--- src/rtl/div_ctrl_if.sv ---
// EX-stage <-> divide sequencer handshake: operands and control in, {rem, quot} and stall out.
interface div_ctrl_if #(
   parameter int unsigned WIDTH = 32
);
   logic                 start_i;
   logic                 signed_div_i;
   logic [WIDTH-1:0]     opdata1_i;
   logic [WIDTH-1:0]     opdata2_i;
   logic                 annul_i;
   logic [2*WIDTH-1:0]   result_o;
   logic                 ready_o;
   logic                 stallreq_o;

   modport master (
      output start_i, signed_div_i, opdata1_i, opdata2_i, annul_i,
      input  result_o, ready_o, stallreq_o
   );

   modport slave (
      input  start_i, signed_div_i, opdata1_i, opdata2_i, annul_i,
      output result_o, ready_o, stallreq_o
   );
endinterface

--- src/rtl/div_ctrl.sv ---
// Multi-cycle restoring divider for EX: one shift/subtract step per cycle, stalls the
// pipeline while busy and presents {remainder, quotient} for the HI/LO write.
module div_ctrl #(
   parameter int unsigned WIDTH = 32
) (
   input logic       clk,
   input logic       rst,
   div_ctrl_if.slave bus
);
   localparam int unsigned CW = $clog2(WIDTH) + 1;
   localparam int unsigned RW = 2 * WIDTH;

   typedef enum logic [1:0] {
      S_IDLE   = 2'd0,
      S_BYZERO = 2'd1,
      S_ON     = 2'd2,
      S_END    = 2'd3
   } state_t;

   state_t           state, state_nxt;
   logic [CW-1:0]    cnt, cnt_nxt;
   logic [WIDTH-1:0] quot, quot_nxt;
   logic [WIDTH-1:0] rem, rem_nxt;
   logic [WIDTH-1:0] dvsr, dvsr_nxt;
   logic             q_neg, q_neg_nxt;
   logic             r_neg, r_neg_nxt;
   logic [RW-1:0]    result, result_nxt;
   logic             ready, ready_nxt;

   logic [WIDTH:0]   rem_sh;
   logic [WIDTH:0]   diff;
   logic [WIDTH-1:0] step_rem, step_quot;
   logic [WIDTH-1:0] fix_rem, fix_quot;
   logic [WIDTH-1:0] abs_a, abs_b;
   logic             neg_a, neg_b;
   logic             last_step;

   // One restoring step; the bit shifted out of rem is kept so large divisors stay exact.
   always_comb begin
      rem_sh = {rem, quot[WIDTH-1]};
      diff   = rem_sh - {1'b0, dvsr};
      if (!diff[WIDTH]) begin
         step_rem  = diff[WIDTH-1:0];
         step_quot = {quot[WIDTH-2:0], 1'b1};
      end else begin
         step_rem  = rem_sh[WIDTH-1:0];
         step_quot = {quot[WIDTH-2:0], 1'b0};
      end
      fix_quot  = q_neg ? -step_quot : step_quot;
      fix_rem   = r_neg ? -step_rem : step_rem;
      last_step = (cnt == CW'(WIDTH - 1));
   end

   // Operand magnitudes for the signed case
   always_comb begin
      neg_a = bus.signed_div_i & bus.opdata1_i[WIDTH-1];
      neg_b = bus.signed_div_i & bus.opdata2_i[WIDTH-1];
      abs_a = neg_a ? -bus.opdata1_i : bus.opdata1_i;
      abs_b = neg_b ? -bus.opdata2_i : bus.opdata2_i;
   end

   // Next-state and datapath update
   always_comb begin
      state_nxt  = state;
      cnt_nxt    = cnt;
      quot_nxt   = quot;
      rem_nxt    = rem;
      dvsr_nxt   = dvsr;
      q_neg_nxt  = q_neg;
      r_neg_nxt  = r_neg;
      result_nxt = result;
      ready_nxt  = ready;

      case (state)
         S_IDLE: begin
            result_nxt = '0;
            ready_nxt  = 1'b0;
            if (bus.start_i && !bus.annul_i) begin
               if (bus.opdata2_i == '0) begin
                  state_nxt = S_BYZERO;
               end else begin
                  state_nxt = S_ON;
                  quot_nxt  = abs_a;
                  dvsr_nxt  = abs_b;
                  rem_nxt   = '0;
                  cnt_nxt   = '0;
                  q_neg_nxt = neg_a ^ neg_b;
                  r_neg_nxt = neg_a;
               end
            end
         end
         S_BYZERO: begin
            state_nxt  = S_END;
            result_nxt = '0;
            ready_nxt  = 1'b1;
         end
         S_ON: begin
            quot_nxt = step_quot;
            rem_nxt  = step_rem;
            cnt_nxt  = cnt + CW'(1);
            if (last_step) begin
               state_nxt  = S_END;
               result_nxt = {fix_rem, fix_quot};
               ready_nxt  = 1'b1;
            end
         end
         S_END: begin
            if (!bus.start_i) begin
               state_nxt  = S_IDLE;
               result_nxt = '0;
               ready_nxt  = 1'b0;
            end
         end
         default: begin
            state_nxt  = S_IDLE;
            result_nxt = '0;
            ready_nxt  = 1'b0;
         end
      endcase

      // Flush abandons the operation; its result is never presented
      if (bus.annul_i && state != S_IDLE) begin
         state_nxt  = S_IDLE;
         result_nxt = '0;
         ready_nxt  = 1'b0;
      end
   end

   always_ff @(posedge clk or negedge rst) begin
      if (!rst) begin
         state  <= S_IDLE;
         cnt    <= '0;
         quot   <= '0;
         rem    <= '0;
         dvsr   <= '0;
         q_neg  <= 1'b0;
         r_neg  <= 1'b0;
         result <= '0;
         ready  <= 1'b0;
      end else begin
         state  <= state_nxt;
         cnt    <= cnt_nxt;
         quot   <= quot_nxt;
         rem    <= rem_nxt;
         dvsr   <= dvsr_nxt;
         q_neg  <= q_neg_nxt;
         r_neg  <= r_neg_nxt;
         result <= result_nxt;
         ready  <= ready_nxt;
      end
   end

   assign bus.result_o   = result;
   assign bus.ready_o    = ready;
   assign bus.stallreq_o = bus.start_i & ~bus.annul_i & (state != S_END);
endmodule

--- src/flat_wrapper.sv ---
// flat-port wrapper written by rule: the top's interface ports become plain ports
module div_ctrl_flat 
#(
   parameter int unsigned WIDTH = 32
)
  (clk, rst, bus_start_i, bus_signed_div_i, bus_opdata1_i, bus_opdata2_i, bus_annul_i, bus_result_o, bus_ready_o, bus_stallreq_o);
  div_ctrl_if #(.WIDTH(WIDTH)) bus_i ();
  input logic clk;
  input logic rst;
  input wire logic [$bits(bus_i.start_i)-1:0] bus_start_i;
  input wire logic [$bits(bus_i.signed_div_i)-1:0] bus_signed_div_i;
  input wire logic [$bits(bus_i.opdata1_i)-1:0] bus_opdata1_i;
  input wire logic [$bits(bus_i.opdata2_i)-1:0] bus_opdata2_i;
  input wire logic [$bits(bus_i.annul_i)-1:0] bus_annul_i;
  output wire logic [$bits(bus_i.result_o)-1:0] bus_result_o;
  output wire logic [$bits(bus_i.ready_o)-1:0] bus_ready_o;
  output wire logic [$bits(bus_i.stallreq_o)-1:0] bus_stallreq_o;
  assign bus_i.start_i = bus_start_i;
  assign bus_i.signed_div_i = bus_signed_div_i;
  assign bus_i.opdata1_i = bus_opdata1_i;
  assign bus_i.opdata2_i = bus_opdata2_i;
  assign bus_i.annul_i = bus_annul_i;
  assign bus_result_o = bus_i.result_o;
  assign bus_ready_o = bus_i.ready_o;
  assign bus_stallreq_o = bus_i.stallreq_o;
  div_ctrl #(.WIDTH(WIDTH)) u_core (.clk(clk), .rst(rst), .bus(bus_i));
endmodule
--- config.mk ---
export PLATFORM = sky130hd
export DESIGN_NAME = div_ctrl_flat
export DESIGN_NICKNAME = d
export VERILOG_FILES = /design/src/rtl/div_ctrl_if.sv /design/src/rtl/div_ctrl.sv /design/src/flat_wrapper.sv
export SDC_FILE = /design/constraint.sdc
export NUM_CORES = 1
export LEC_CHECK = 0
export ABC_CLOCK_PERIOD_IN_PS = 12400
export CAP_MARGIN = 20
export CORE_MARGIN = 8
export CORE_UTILIZATION = 55
export CTS_BUF_LIST = sky130_fd_sc_hd__clkbuf_16
export DETAILED_ROUTE_END_ITERATION = 10
export GPL_TIMING_DRIVEN = 1
export PLACE_DENSITY = 0.79
export SYNTH_ARGS = -nofsm -noshare
export SYNTH_HDL_FRONTEND = slang
export SYNTH_SLANG_ARGS = --single-unit
--- constraint.sdc ---
create_clock -name clk -period 12.4 [get_ports clk]
set_input_delay 3.1 -clock clk [delete_from_list [all_inputs] [get_ports clk]]
set_output_delay 3.1 -clock clk [all_outputs]
set_load 0.01 [all_outputs]
# After elaboration in Yosys (flattened, before gate mapping)
# Cells that the tools add are included.
# word_totals
reg_bits,171
# op_classes
n_bitwise,7
addsub,6
n_mux,29
n_reduce_logical,12
eq_ne,10
# op_table
op,n
32-bit 2-to-1 mux,9
64-bit 2-to-1 mux,3
64-bit one-hot mux with 3 select lines,1
32-bit negation,4
32-bit one-hot mux with 2 select lines,2
33-bit by 32-bit subtractor with 33-bit output,1
32-bit logical NOT,1
6-bit 2-to-1 mux,2
6-bit one-hot mux with 2 select lines,1
2-bit 2-to-1 mux,5
3-bit AND reduction,3
2-bit one-hot mux with 4 select lines,1
6-bit by 1-bit adder with 6-bit output (second input constant),1
6-bit by 5-bit == test with 1-bit output (second input constant),1
3-bit by 1-bit inequality test with 1-bit output (second input constant),2
1-bit AND,4
2-bit == test (second input constant),2
1-bit 2-to-1 mux,4
2-bit inequality test (second input constant),2
1-bit one-hot mux with 4 select lines,1
2-bit nonzero test,2
3-bit by 2-bit inequality test with 1-bit output (second input constant),1
2-bit by 1-bit == test with 1-bit output (second input constant),1
1-bit logical AND,2
7 further kinds,8

# Logic depth before layout (Yosys ltp)
# depth
depth_word,7
depth_mapped,24

# Least setup slack after synthesis
# OpenSTA, ideal clock, no wires.
# synth_path
kind,input to output
from,in bus_annul_i
to,out bus_stallreq_o
required_time_ps,9300
path_buffers,0
slack_ps,5899
arrival_time_ps,3401
path_stages,2
cell_sequence,nand2b_1 nor2_1
# synth_via
elab_chain_cells,3
# synth_rtl
item,line_no,source
from (decl),flat_wrapper.sv:14,input wire logic [$bits(bus_i.annul_i)-1:0] bus_annul_i;
1-bit inverter,div_ctrl.sv:155,assign bus.stallreq_o = bus.start_i & ~bus.annul_i & (state != S_END);
1-bit AND (2 in a row),div_ctrl.sv:155,
to (decl),flat_wrapper.sv:17,output wire logic [$bits(bus_i.stallreq_o)-1:0] bus_stallreq_o;
# Every way passes these cells.

# Worst setup path in the final report
# layout_path
from,in bus_opdata2_i[6]
to,reg u_core.quot[30]
# layout_via
elab_chain_cells,3
# layout_rtl
item,line_no,source
from (decl),flat_wrapper.sv:13,input wire logic [$bits(bus_i.opdata2_i)-1:0] bus_opdata2_i;
32-bit logical NOT,div_ctrl.sv:79,if (bus.opdata2_i == '0) begin
2-bit inequality test (no line),n/a,
3-bit AND reduction (no line),n/a,
to (signal assigned),div_ctrl.sv:143,quot <= quot_nxt;
to (decl),div_ctrl.sv:22,"logic [WIDTH-1:0] quot, quot_nxt;"
# Every way passes these cells.
# A chain may end at the register's enable or synchronous reset.

==> flow_summary.yaml <==
run_status:
  outcome: "finished clean"
timing:
  tightest_slew_ns: 1.10
  setup_violations: 0
  hold_viol: 0
  finalCritPeriodShare_pct: 61.3
  maxSlewViolCount: 0
  tns_ns: 0
  slew_headroom_pct: 26.3
  skew_ns: 0.0197
  fin_crit_ns: 7.60
  fmax_mhz: 132
  rsz0062_at_grt: "false"
pwr:
  ir_drop_uv: 158
  power.total_uw: 2920
  p_int_uw: 1590
  p_sw_uw: 1330
  clkPwrFrac_pct: 18.4
  combPwrFrac_pct: 50.3
  powerDensity_nw_per_um2: 205
  p_leak_uw: 0.00585
  seqPwrFrac_pct: 31.4
  p_sw_share_pct: 45.6
logic_synthesis:
  syn_nets: 1636
  ys_warn_count: 0
  ys_ff_latch: 171
  post-synth-top-count-cell: "nand2_1"
  synthFlopType: "dfrtp_1"
  postSynthCellCount: 1526
  synth_cell_types: 79
  yosysSeqAreaShare_pct: 34.8
  netlist_top_cells_area: "dfrtp_1 35%, o21ai_0 6.9%, nand2_1 6.6%, xor2_1 5.7%, a21oi_1 4.6%"
  synth_edf_count: 0
  yosysTopAreaCell: "dfrtp_1"
  async_flop_share_pct: 100
  synth_area_sq_um: 12300
  netlist.area_leader.share_pct: 34.8
  ys_top_cells_by_count: "217 x nand2_1, 171 x dfrtp_1, 169 x o21ai_0"
  syn_avg_cell_area_sq_um: 8.05
cts:
  holdBufCountCts: 0
  cts_root_buf: "clkbuf_16"
  post_cts_resized: 0
  cts_tree: "built"
  cts.sink_count: 171
  cts_setup_buffers: 0
  insertion_delay_ns: 0.44
  htree_levels: 4
  clk_pin_slew_ns: 0.07
  cts_made_buffers: 17
  clock_path_buffers: 2
drt:
  routed_wl_um: 36000
  firstDrtPassIters: 5
  vias_per_cell: 6.18
  drcViolationCount: 0
  num_vias: 11700
  drtIter0Drc: 1185
  wl_per_cell_um: 19.0
  ant_nets: 0
worst_setup_path:
  cp_cell_sequence: "clkdlybuf4s50_1 > or4_1 > nor4_2 > and2_1 > nand2_1 > or4_4 > or4_4 > nand3_2 > buf_4 > o21ai_2 > nand2_2 > o22ai_1 > a21oi_1"
  crit_fanout: 57
  criticalPathCategory: "primary input to flip-flop"
  slowest_stage: "nand2_2"
  rr_worst_depth: 22
  crit_arrival_ns: 7.95
  slowest_delay_ns: 0.83
  critical_path_required_ns: 12.75
  critPathCaptureType: "flip-flop"
  start_kind: "primary input"
  worst_path_most_repeated_cell: "or4_4"
global_route:
  antenna_found_initial: 0
  grt_max_degree: 99
  grt_usage_pct: 26.6
  grt_pass1_vias: 11000
  grt_pass1_wl_um: 58500
  grt-ovfl-total: 0
layout:
  multi_input_area_sq_um: 7420
  drive_gt1_share_pct: 4.96
  antenna_cells: 0
  regArea_sq_um: 4280
  fillerInstances: 1942
  nNetsFinal: 1711
  utilization_pct: 65.1
  area_delta_synth_final_pct: 16.1
flow_run:
  maxCapViolations: 0
worst_hold_path:
  whs_path_depth: 2
  hold_path.class: "flip-flop to flip-flop"
die:
  num_rows: 54
  die_w_um: 165
  die_h_um: 165
  coreArea_sq_um: 21900
  ioPinCount: 135
  start_util_pct: 56.1
  die_area_sq_um: 27400
place:
  portBuffers: 134
  gp_congestion: 0.931
  post-dp-hpwl_um: 26900
==> sequential cells by signal, summed over array words and instances (netlist names) <==
name                 flops
u_core.quot             32
u_core.bus.result_o     64
u_core.state             2
u_core.r_neg             1
u_core.q_neg             1
u_core.dvsr             32
u_core.bus.ready_o       1
u_core.cnt               6
u_core.rem              32
==> critical path: cells and delay by family <==
kind	cells	cell delay, ns
buf+inv	2	0.97
compound gates	3	0.61
simple gates	8	3.23
==> area by class of cell <==
type,count,share of cell area (%)
clock buffers,17,2.98
clock inverters,14,0.983
inverters,58,1.53
multi-input cells,1209,52.1
flip-flops and latches,171,30.0
well taps,280,2.46
repair buffers,144,9.94
==> placed cells by master, fill, tap and decap left out, drive strengths merged, types with 11 or more instances in the layout <==
cell type	instances
nand2	218
o21ai	189
dfrtp	171
clkdlybuf4s50	133
nor2	118
a21oi	115
xor2	80
inv	64
xnor2	61
nor3	42
ha	40
o22ai	31
o31ai	29
nand3	27
mux2i	26
nand4	17
clkbuf	17
nor4	16
o211ai	15
a211oi	14
or3	13
o41ai	13
nand2b	12
or4	12
buf	11
==> logic make-up (layout without fill, tap and decap cells) <==
kind of cell | count (synthesis) | after routing | synth area share [%]
AND/OR/NAND/NOR | 519 | 519 | 19.6
AO/OA/AOI/OAI | 482 | 482 | 24.0
flip-flops | 171 | 171 | 34.8
buffers and inverters | 146 | 233 | 4.95
XOR/XNOR | 141 | 141 | 10.1
adder cells (fa/ha/maj) | 41 | 41 | 4.24
multiplexers | 26 | 26 | 2.28
==> final timing paths <==
| kind | end | slack, ns | start |
|---|---|---|---|
| worst min-delay path | u_core.bus.result_o[46] | 0.48 | u_core.bus.result_o[46] |
| worst max-delay path | u_core.quot[30] | 4.80 | bus_opdata2_i[6] |
| max in group asynchronous | u_core.rem[9] | 8.17 | rst |
| worst max register to register | u_core.bus.result_o[56] | 5.38 | u_core.quot[31] |
| worst min register to register | u_core.bus.result_o[46] | 0.48 | u_core.bus.result_o[46] |
| min in group asynchronous | u_core.dvsr[17] | 2.72 | rst |
==> power groups by stage <==
stage / Sequential [uW] / Clock [uW] / Combinational [uW]
after floorplan: 867 / 0 / 1000
after global placement: 909 / 0 / 1410
after detailed placement: 920 / 0 / 1440
after CTS: 909 / 538 / 1450
after global routing: 940 / 559 / 1620
final: 917 / 537 / 1470
==> through the flow <==
stage / cell area [sq um] / worst slack (ns) / std cells / hold slack [ns]
floorplan: 12300 / 5.90 / 1526 / 0.450
global placement: 13700 / 4.55 / 1862 / 0.462
detailed placement: 13700 / 4.38 / 1862 / 0.470
CTS: 14300 / 4.82 / 1893 / 0.486
global route: 14300 / 4.52 / 1893 / 0.503
finish: 14300 / 4.80 / 1893 / 0.482
==> layer usage <==
layer / vias up / track usage (%) / wire length [um] / share of wire, %
met5: - / 0 / 0 / 0
met4: 0 / 6.62 / 460 / 1.3
met3: 35 / 5.16 / 3460 / 9.6
met2: 489 / 37.1 / 15200 / 42
met1: 5556 / 41.0 / 17000 / 47
li1: 5617 / - / - / -
Note: power is estimated with default switching activity, not from simulation.
